==> src/rtl/mem_access_stage.sv <==
// EX/MEM pipeline stage: latches execute results and performs byte/half/word
// loads and stores over a req/ack data bus, stalling upstream while busy.
module mem_access_stage #(
    parameter int unsigned TIMEOUT = 16
) (
    input  logic        clk,
    input  logic        rst,
    input  logic        in_valid,
    input  logic [7:0]  alu_op_i,
    input  logic [31:0] mem_addr_i,
    input  logic [31:0] mem_data_i,
    input  logic [31:0] result_i,
    input  logic        wrn_i,
    input  logic [4:0]  wrAddr_i,
    output logic        stall_o,
    output logic        dmem_req,
    output logic        dmem_we,
    output logic [31:0] dmem_addr,
    output logic [3:0]  dmem_be,
    output logic [31:0] dmem_wdata,
    input  logic [31:0] dmem_rdata,
    input  logic        dmem_ack,
    output logic        out_valid,
    output logic        wrn_o,
    output logic [4:0]  wrAddr_o,
    output logic [31:0] wrData_o,
    output logic        align_err,
    output logic        bus_err
);

    localparam int unsigned CW = (TIMEOUT < 2) ? 1 : $clog2(TIMEOUT);

    // Memory op codes on the ALU op bus (MIPS primary opcodes)
    localparam logic [7:0] OP_LB  = 8'h20;
    localparam logic [7:0] OP_LH  = 8'h21;
    localparam logic [7:0] OP_LW  = 8'h23;
    localparam logic [7:0] OP_LBU = 8'h24;
    localparam logic [7:0] OP_LHU = 8'h25;
    localparam logic [7:0] OP_SB  = 8'h28;
    localparam logic [7:0] OP_SH  = 8'h29;
    localparam logic [7:0] OP_SW  = 8'h2B;

    localparam logic [1:0] SZ_B = 2'd0;
    localparam logic [1:0] SZ_H = 2'd1;
    localparam logic [1:0] SZ_W = 2'd2;

    typedef enum logic [0:0] {IDLE, ACCESS} state_t;

    state_t       r_state;
    logic [CW-1:0] r_cnt;
    logic         r_req, r_we, r_out_valid, r_wrn, r_align_err, r_bus_err;
    logic [31:0]  r_addr, r_wdata, r_wr_data;
    logic [3:0]   r_be;
    logic [4:0]   r_wr_addr;
    logic         r_ld, r_sext, r_wrn_l;
    logic [1:0]   r_size, r_lane;
    logic [4:0]   r_wa_l;

    logic         w_is_mem, w_is_ld, w_sext, w_misalign;
    logic [1:0]   w_size;
    logic [3:0]   w_be;
    logic [31:0]  w_wdata, w_ld_data;
    logic [7:0]   w_byte;
    logic [15:0]  w_half;

    // Decode of the incoming execute bundle
    always_comb begin
        w_is_mem = 1'b1;
        w_is_ld  = 1'b1;
        w_sext   = 1'b0;
        w_size   = SZ_W;
        case (alu_op_i)
            OP_LB:   begin w_size = SZ_B; w_sext = 1'b1; end
            OP_LBU:  w_size = SZ_B;
            OP_LH:   begin w_size = SZ_H; w_sext = 1'b1; end
            OP_LHU:  w_size = SZ_H;
            OP_LW:   w_size = SZ_W;
            OP_SB:   begin w_size = SZ_B; w_is_ld = 1'b0; end
            OP_SH:   begin w_size = SZ_H; w_is_ld = 1'b0; end
            OP_SW:   begin w_size = SZ_W; w_is_ld = 1'b0; end
            default: begin w_is_mem = 1'b0; w_is_ld = 1'b0; end
        endcase

        w_misalign = 1'b0;
        w_be       = 4'b1111;
        w_wdata    = mem_data_i;
        case (w_size)
            SZ_B: begin
                w_be    = 4'b1000 >> mem_addr_i[1:0];
                w_wdata = {4{mem_data_i[7:0]}};
            end
            SZ_H: begin
                w_misalign = mem_addr_i[0];
                w_be       = mem_addr_i[1] ? 4'b0011 : 4'b1100;
                w_wdata    = {2{mem_data_i[15:0]}};
            end
            default: w_misalign = |mem_addr_i[1:0];
        endcase
    end

    // Big-endian lane extraction of the returned word
    always_comb begin
        case (r_lane)
            2'd0:    w_byte = dmem_rdata[31:24];
            2'd1:    w_byte = dmem_rdata[23:16];
            2'd2:    w_byte = dmem_rdata[15:8];
            default: w_byte = dmem_rdata[7:0];
        endcase
        w_half = r_lane[1] ? dmem_rdata[15:0] : dmem_rdata[31:16];
        case (r_size)
            SZ_B:    w_ld_data = {{24{r_sext & w_byte[7]}}, w_byte};
            SZ_H:    w_ld_data = {{16{r_sext & w_half[15]}}, w_half};
            default: w_ld_data = dmem_rdata;
        endcase
    end

    always_ff @(posedge clk) begin
        if (rst) begin
            r_state     <= IDLE;
            r_cnt       <= '0;
            r_req       <= 1'b0;
            r_we        <= 1'b0;
            r_addr      <= '0;
            r_be        <= '0;
            r_wdata     <= '0;
            r_out_valid <= 1'b0;
            r_wrn       <= 1'b0;
            r_wr_addr   <= '0;
            r_wr_data   <= '0;
            r_align_err <= 1'b0;
            r_bus_err   <= 1'b0;
            r_ld        <= 1'b0;
            r_sext      <= 1'b0;
            r_size      <= '0;
            r_lane      <= '0;
            r_wrn_l     <= 1'b0;
            r_wa_l      <= '0;
        end else begin
            r_out_valid <= 1'b0;
            r_align_err <= 1'b0;
            r_bus_err   <= 1'b0;
            case (r_state)
                IDLE: begin
                    if (in_valid) begin
                        if (!w_is_mem) begin
                            r_out_valid <= 1'b1;
                            r_wrn       <= wrn_i;
                            r_wr_addr   <= wrAddr_i;
                            r_wr_data   <= result_i;
                        end else if (w_misalign) begin
                            r_out_valid <= 1'b1;
                            r_wrn       <= 1'b0;
                            r_wr_addr   <= wrAddr_i;
                            r_wr_data   <= '0;
                            r_align_err <= 1'b1;
                        end else begin
                            r_state <= ACCESS;
                            r_cnt   <= '0;
                            r_req   <= 1'b1;
                            r_we    <= ~w_is_ld;
                            r_addr  <= {mem_addr_i[31:2], 2'b00};
                            r_be    <= w_be;
                            r_wdata <= w_wdata;
                            r_ld    <= w_is_ld;
                            r_sext  <= w_sext;
                            r_size  <= w_size;
                            r_lane  <= mem_addr_i[1:0];
                            r_wrn_l <= wrn_i;
                            r_wa_l  <= wrAddr_i;
                        end
                    end
                end
                ACCESS: begin
                    if (dmem_ack) begin
                        r_state     <= IDLE;
                        r_req       <= 1'b0;
                        r_out_valid <= 1'b1;
                        r_wr_addr   <= r_wa_l;
                        r_wrn       <= r_ld & r_wrn_l;
                        r_wr_data   <= r_ld ? w_ld_data : 32'd0;
                    end else if (r_cnt == CW'(TIMEOUT - 1)) begin
                        r_state     <= IDLE;
                        r_req       <= 1'b0;
                        r_out_valid <= 1'b1;
                        r_wr_addr   <= r_wa_l;
                        r_wrn       <= 1'b0;
                        r_wr_data   <= '0;
                        r_bus_err   <= 1'b1;
                    end else begin
                        r_cnt <= r_cnt + CW'(1);
                    end
                end
                default: r_state <= IDLE;
            endcase
        end
    end

    assign stall_o    = (r_state == ACCESS);
    assign dmem_req   = r_req;
    assign dmem_we    = r_we;
    assign dmem_addr  = r_addr;
    assign dmem_be    = r_be;
    assign dmem_wdata = r_wdata;
    assign out_valid  = r_out_valid;
    assign wrn_o      = r_wrn;
    assign wrAddr_o   = r_wr_addr;
    assign wrData_o   = r_wr_data;
    assign align_err  = r_align_err;
    assign bus_err    = r_bus_err;

endmodule

==> config.mk <==
export PLATFORM = sky130hd
export DESIGN_NAME = mem_access_stage
export DESIGN_NICKNAME = d
export VERILOG_FILES = /design/src/rtl/mem_access_stage.sv
export SDC_FILE = /design/constraint.sdc
export NUM_CORES = 1
export LEC_CHECK = 0
export CAP_MARGIN = 30
export CELL_PAD_IN_SITES_DETAIL_PLACEMENT = 1
export CELL_PAD_IN_SITES_GLOBAL_PLACEMENT = 2
export CORE_ASPECT_RATIO = 0.7
export CORE_MARGIN = 5
export CORE_UTILIZATION = 20
export CTS_CLUSTER_DIAMETER = 100
export DETAILED_ROUTE_END_ITERATION = 6
export GPL_ROUTABILITY_DRIVEN = 0
export PLACE_DENSITY_LB_ADDON = 0.08
export SKIP_CTS_REPAIR_TIMING = 1
export SLEW_MARGIN = 0
export SYNTH_ARGS = -nofsm -noshare
export SYNTH_HDL_FRONTEND = slang
export SYNTH_SLANG_ARGS = --single-unit
export TNS_END_PERCENT = 30
==> constraint.sdc <==
create_clock -name clk -period 2.3 [get_ports clk]
set_input_delay 0.69 -clock clk [delete_from_list [all_inputs] [get_ports clk]]
set_output_delay 0.69 -clock clk [all_outputs]
set_load 0.02 [all_outputs]
==> flow_summary.json <==
{
  "dr.first_iter.drc_count": 375,
  "drc": 0,
  "syn_avg_cell_area_sq_um": 8.17,
  "synth_common_cells": "143 x nand2_1, 126 x dfxtp_1, 78 x a21oi_1",
  "ys_ff_latch": 126,
  "fp-row-count": 51,
  "cts-root-buf": "clkbuf_16",
  "setup-violations-final": 0,
  "cts.reportedPaths.clkPinSlew_ns": 0.06,
  "powerDensity_mw_per_mm2": 602,
  "max_clock_freq_ghz": 0.439,
  "drive_gt1_share_pct": 14.8,
  "cp.required_ns": 2.63,
  "cp-start-kind": "input port",
  "synth.distinct_cells": 47,
  "grt_pass1_wl_mm": 39.9,
  "worst_ir_drop_vdd_uv": 476,
  "seqCellArea_sq_mm": 0.00252,
  "dpl.cell_count": 1319,
  "routed_wl_mm": 28.0,
  "grt_max_degree": 60,
  "synth-main-ff-cell": "dfxtp_1",
  "cts_tree": "yes",
  "dpl.hpwl_mm": 20.5,
  "die_w_um": 211,
  "hold_viol": 0,
  "layout_min_cycle_time_ns": 2.28,
  "worstSetupPathType": "in2reg",
  "grt_pass1_vias": 6650,
  "io_buffers": 255,
  "grt_overflow": 0,
  "synth_area_leader_cell": "dfxtp_1",
  "cts.sinks": 126,
  "setup.worst_path.end_class": "flip-flop",
  "fin_crit_sh_pct": 99.1,
  "finalNonFillerCells": 1363,
  "relSlewSlack_pct": 39.0,
  "drv_slew": 0,
  "cpLargestDelayFamily": "compound AO/OA/AOI/OAI gates",
  "slowest_stage": "a2bb2oi_1",
  "antenna_found_initial": 1,
  "ys_seq_area_share_pct": 44.7,
  "async_flop_share_pct": 0,
  "die_h_um": 151,
  "rsz0062_at_grt": "no",
  "grtUsageTotal_pct": 16.4,
  "fin_nets": 1127,
  "route.vias.total": 6342,
  "synth_top_area_share_pct": 44.7,
  "coreArea_sq_mm": 0.0278,
  "worstSkewPairLatency_ns": 0.42,
  "synthesis.area_sq_mm": 0.00564,
  "worstPathMaxFanout": 8,
  "hold_class": "reg2reg",
  "leakage_nw": 3.61,
  "cp_data_arrival_time_ns": 2.61,
  "timing.clock.skew_ns": 0.0123,
  "synth-warning-count": 0,
  "syn_inst": 691,
  "status": "completed",
  "ant_nets": 0,
  "fillerInstances": 3233,
  "wl_per_cell_um": 20.6,
  "rrSetupSlack_ns": 0.15,
  "yosysMostFrequentCell": "nand2_1",
  "cts_buffers": 17,
  "path_buf_inv": 2,
  "start_util_pct": 20.3,
  "firstDrtPassIters": 4,
  "via_per_inst": 4.65,
  "die_area_sq_mm": 0.0317,
  "cp_cell_sequence": "clkdlybuf4s50_1 -> mux2_2 -> a22oi_1 -> buf_4 -> a2bb2oi_1 -> a221oi_1 -> nor3_1",
  "tightest_slew_ns": 0.908,
  "ios": 258,
  "clk_path_buf_depth": 2,
  "layout-area-overhead-vs-synth_pct": 77.1,
  "synth_area_leaders": "dfxtp_1 45%, nand2_1 9.5%, a21oi_1 6.9%",
  "multi_input_area_sq_mm": 0.00298,
  "cts.htree.levels": 4,
  "slowest_delay_ns": 0.53,
  "pre_cts_slack_ns": -0.708,
  "final.setup.worst_slack_ns": 0.0196,
  "diodes": 0,
  "cap_viol_max_count": 0,
  "synth_edf_count": 0
}
worst register-to-register path, stage by stage, from the launching register on:
cell      delay, ns
dfxtp_1        0.50
mux2_2         0.40
mux2i_1        0.19
nor4b_2        0.09
buf_12         0.18
a221oi_1       0.42
buf_4          0.19
a211oi_1       0.06
final timing paths:
| check | start | endpoint | cells past startpoint |
|---|---|---|---|
| hold / removal | dmem_addr[23] | dmem_addr[23] | 2 |
| setup / recovery | dmem_rdata[31] | wrData_o[14] | 7 |
| hold reg to reg | dmem_addr[23] | dmem_addr[23] | 2 |
| setup reg to reg | r_lane[1] | wrData_o[18] | 7 |
flip-flops by register name, summed over array words and instances, names as in the netlist:
signal and count:
dmem_wdata 32, wrData_o 32, dmem_addr 30, r_wa_l 5
wrAddr_o 5, dmem_be 4, r_cnt 4, r_lane 2
r_size 2, align_err 1, bus_err 1, dmem_req 1
dmem_we 1, out_valid 1, r_ld 1, r_sext 1
r_wrn_l 1, stall_o 1, wrn_o 1
power breakdown:
group          leakage, nW  switching [mW]  internal [mW]
Combinational         2.30           0.425          0.489
Clock                0.291            1.04           1.78
Sequential            1.03          0.0356           2.25
final cells by class:
| cell class | instances | area share [%] |
|---|---|---|
| flip-flops and latches | 126 | 25.2 |
| clock buffers | 21 | 4.71 |
| multi-input cells | 501 | 29.9 |
| clock inverters | 10 | 1.37 |
| well taps | 371 | 4.65 |
| inverters | 3 | 0.113 |
| repair buffers | 331 | 34.1 |
metrics by stage:
step | power [mW] | hold slack [ns] | TNS (ns) | instance area, sq um | util, %
6_report | 6.02 | 0.455 | 0 | 9990 | 35.9
5_1_grt | 6.27 | 0.478 | 0 | 9990 | 35.9
4_1_cts | 6.09 | 0.461 | -12.67 | 9710 | 34.9
3_3_place_gp | 3.20 | 0.440 | -62.97 | 9110 | 32.7
2_1_floorplan | 2.66 | 0.432 | -0.884 | 5810 | -
3_5_place_dp | 3.21 | 0.452 | -66.66 | 9110 | 32.7
cells by family (layout without fill, tap and decap cells):
group	Yosys count	count (layout)	synth area share (%)
other cells	1	2	0.0665
fa+ha+maj	1	1	0.222
simple gates	270	270	20.5
flops	126	126	44.7
buf+inv	65	365	4.86
xor+xnor	2	2	0.310
mux	24	24	4.46
compound gates	202	202	24.9
cells in the final DEF, fill, tap and decap left out, drive strengths merged, types with 4 or more instances in the layout:
master         count
a21oi             78
a221oi            29
nand2            143
nand2b             4
dlymetal6s2s      10
a211oi            30
a311oi            16
dfxtp            126
o211ai             8
clkinv             4
a2bb2oi            8
nand3             15
o21ai             11
clkdlybuf4s50    244
a32oi              7
nor3              26
mux2               9
clkbuf            26
mux2i             15
nor2              63
buf               72
metal layers:
| metal | GRT usage (%) | share of wire, % | vias up |
|---|---|---|---|
| met1 | 23.1 | 50 | 3103 |
| met5 | 0 | 0.061 | - |
| met2 | 24.6 | 44 | 143 |
| li1 | - | - | 3080 |
| met4 | 3.47 | 0.85 | 2 |
| met3 | 5.08 | 5.6 | 14 |
Note: power is estimated with default switching activity, not from simulation.
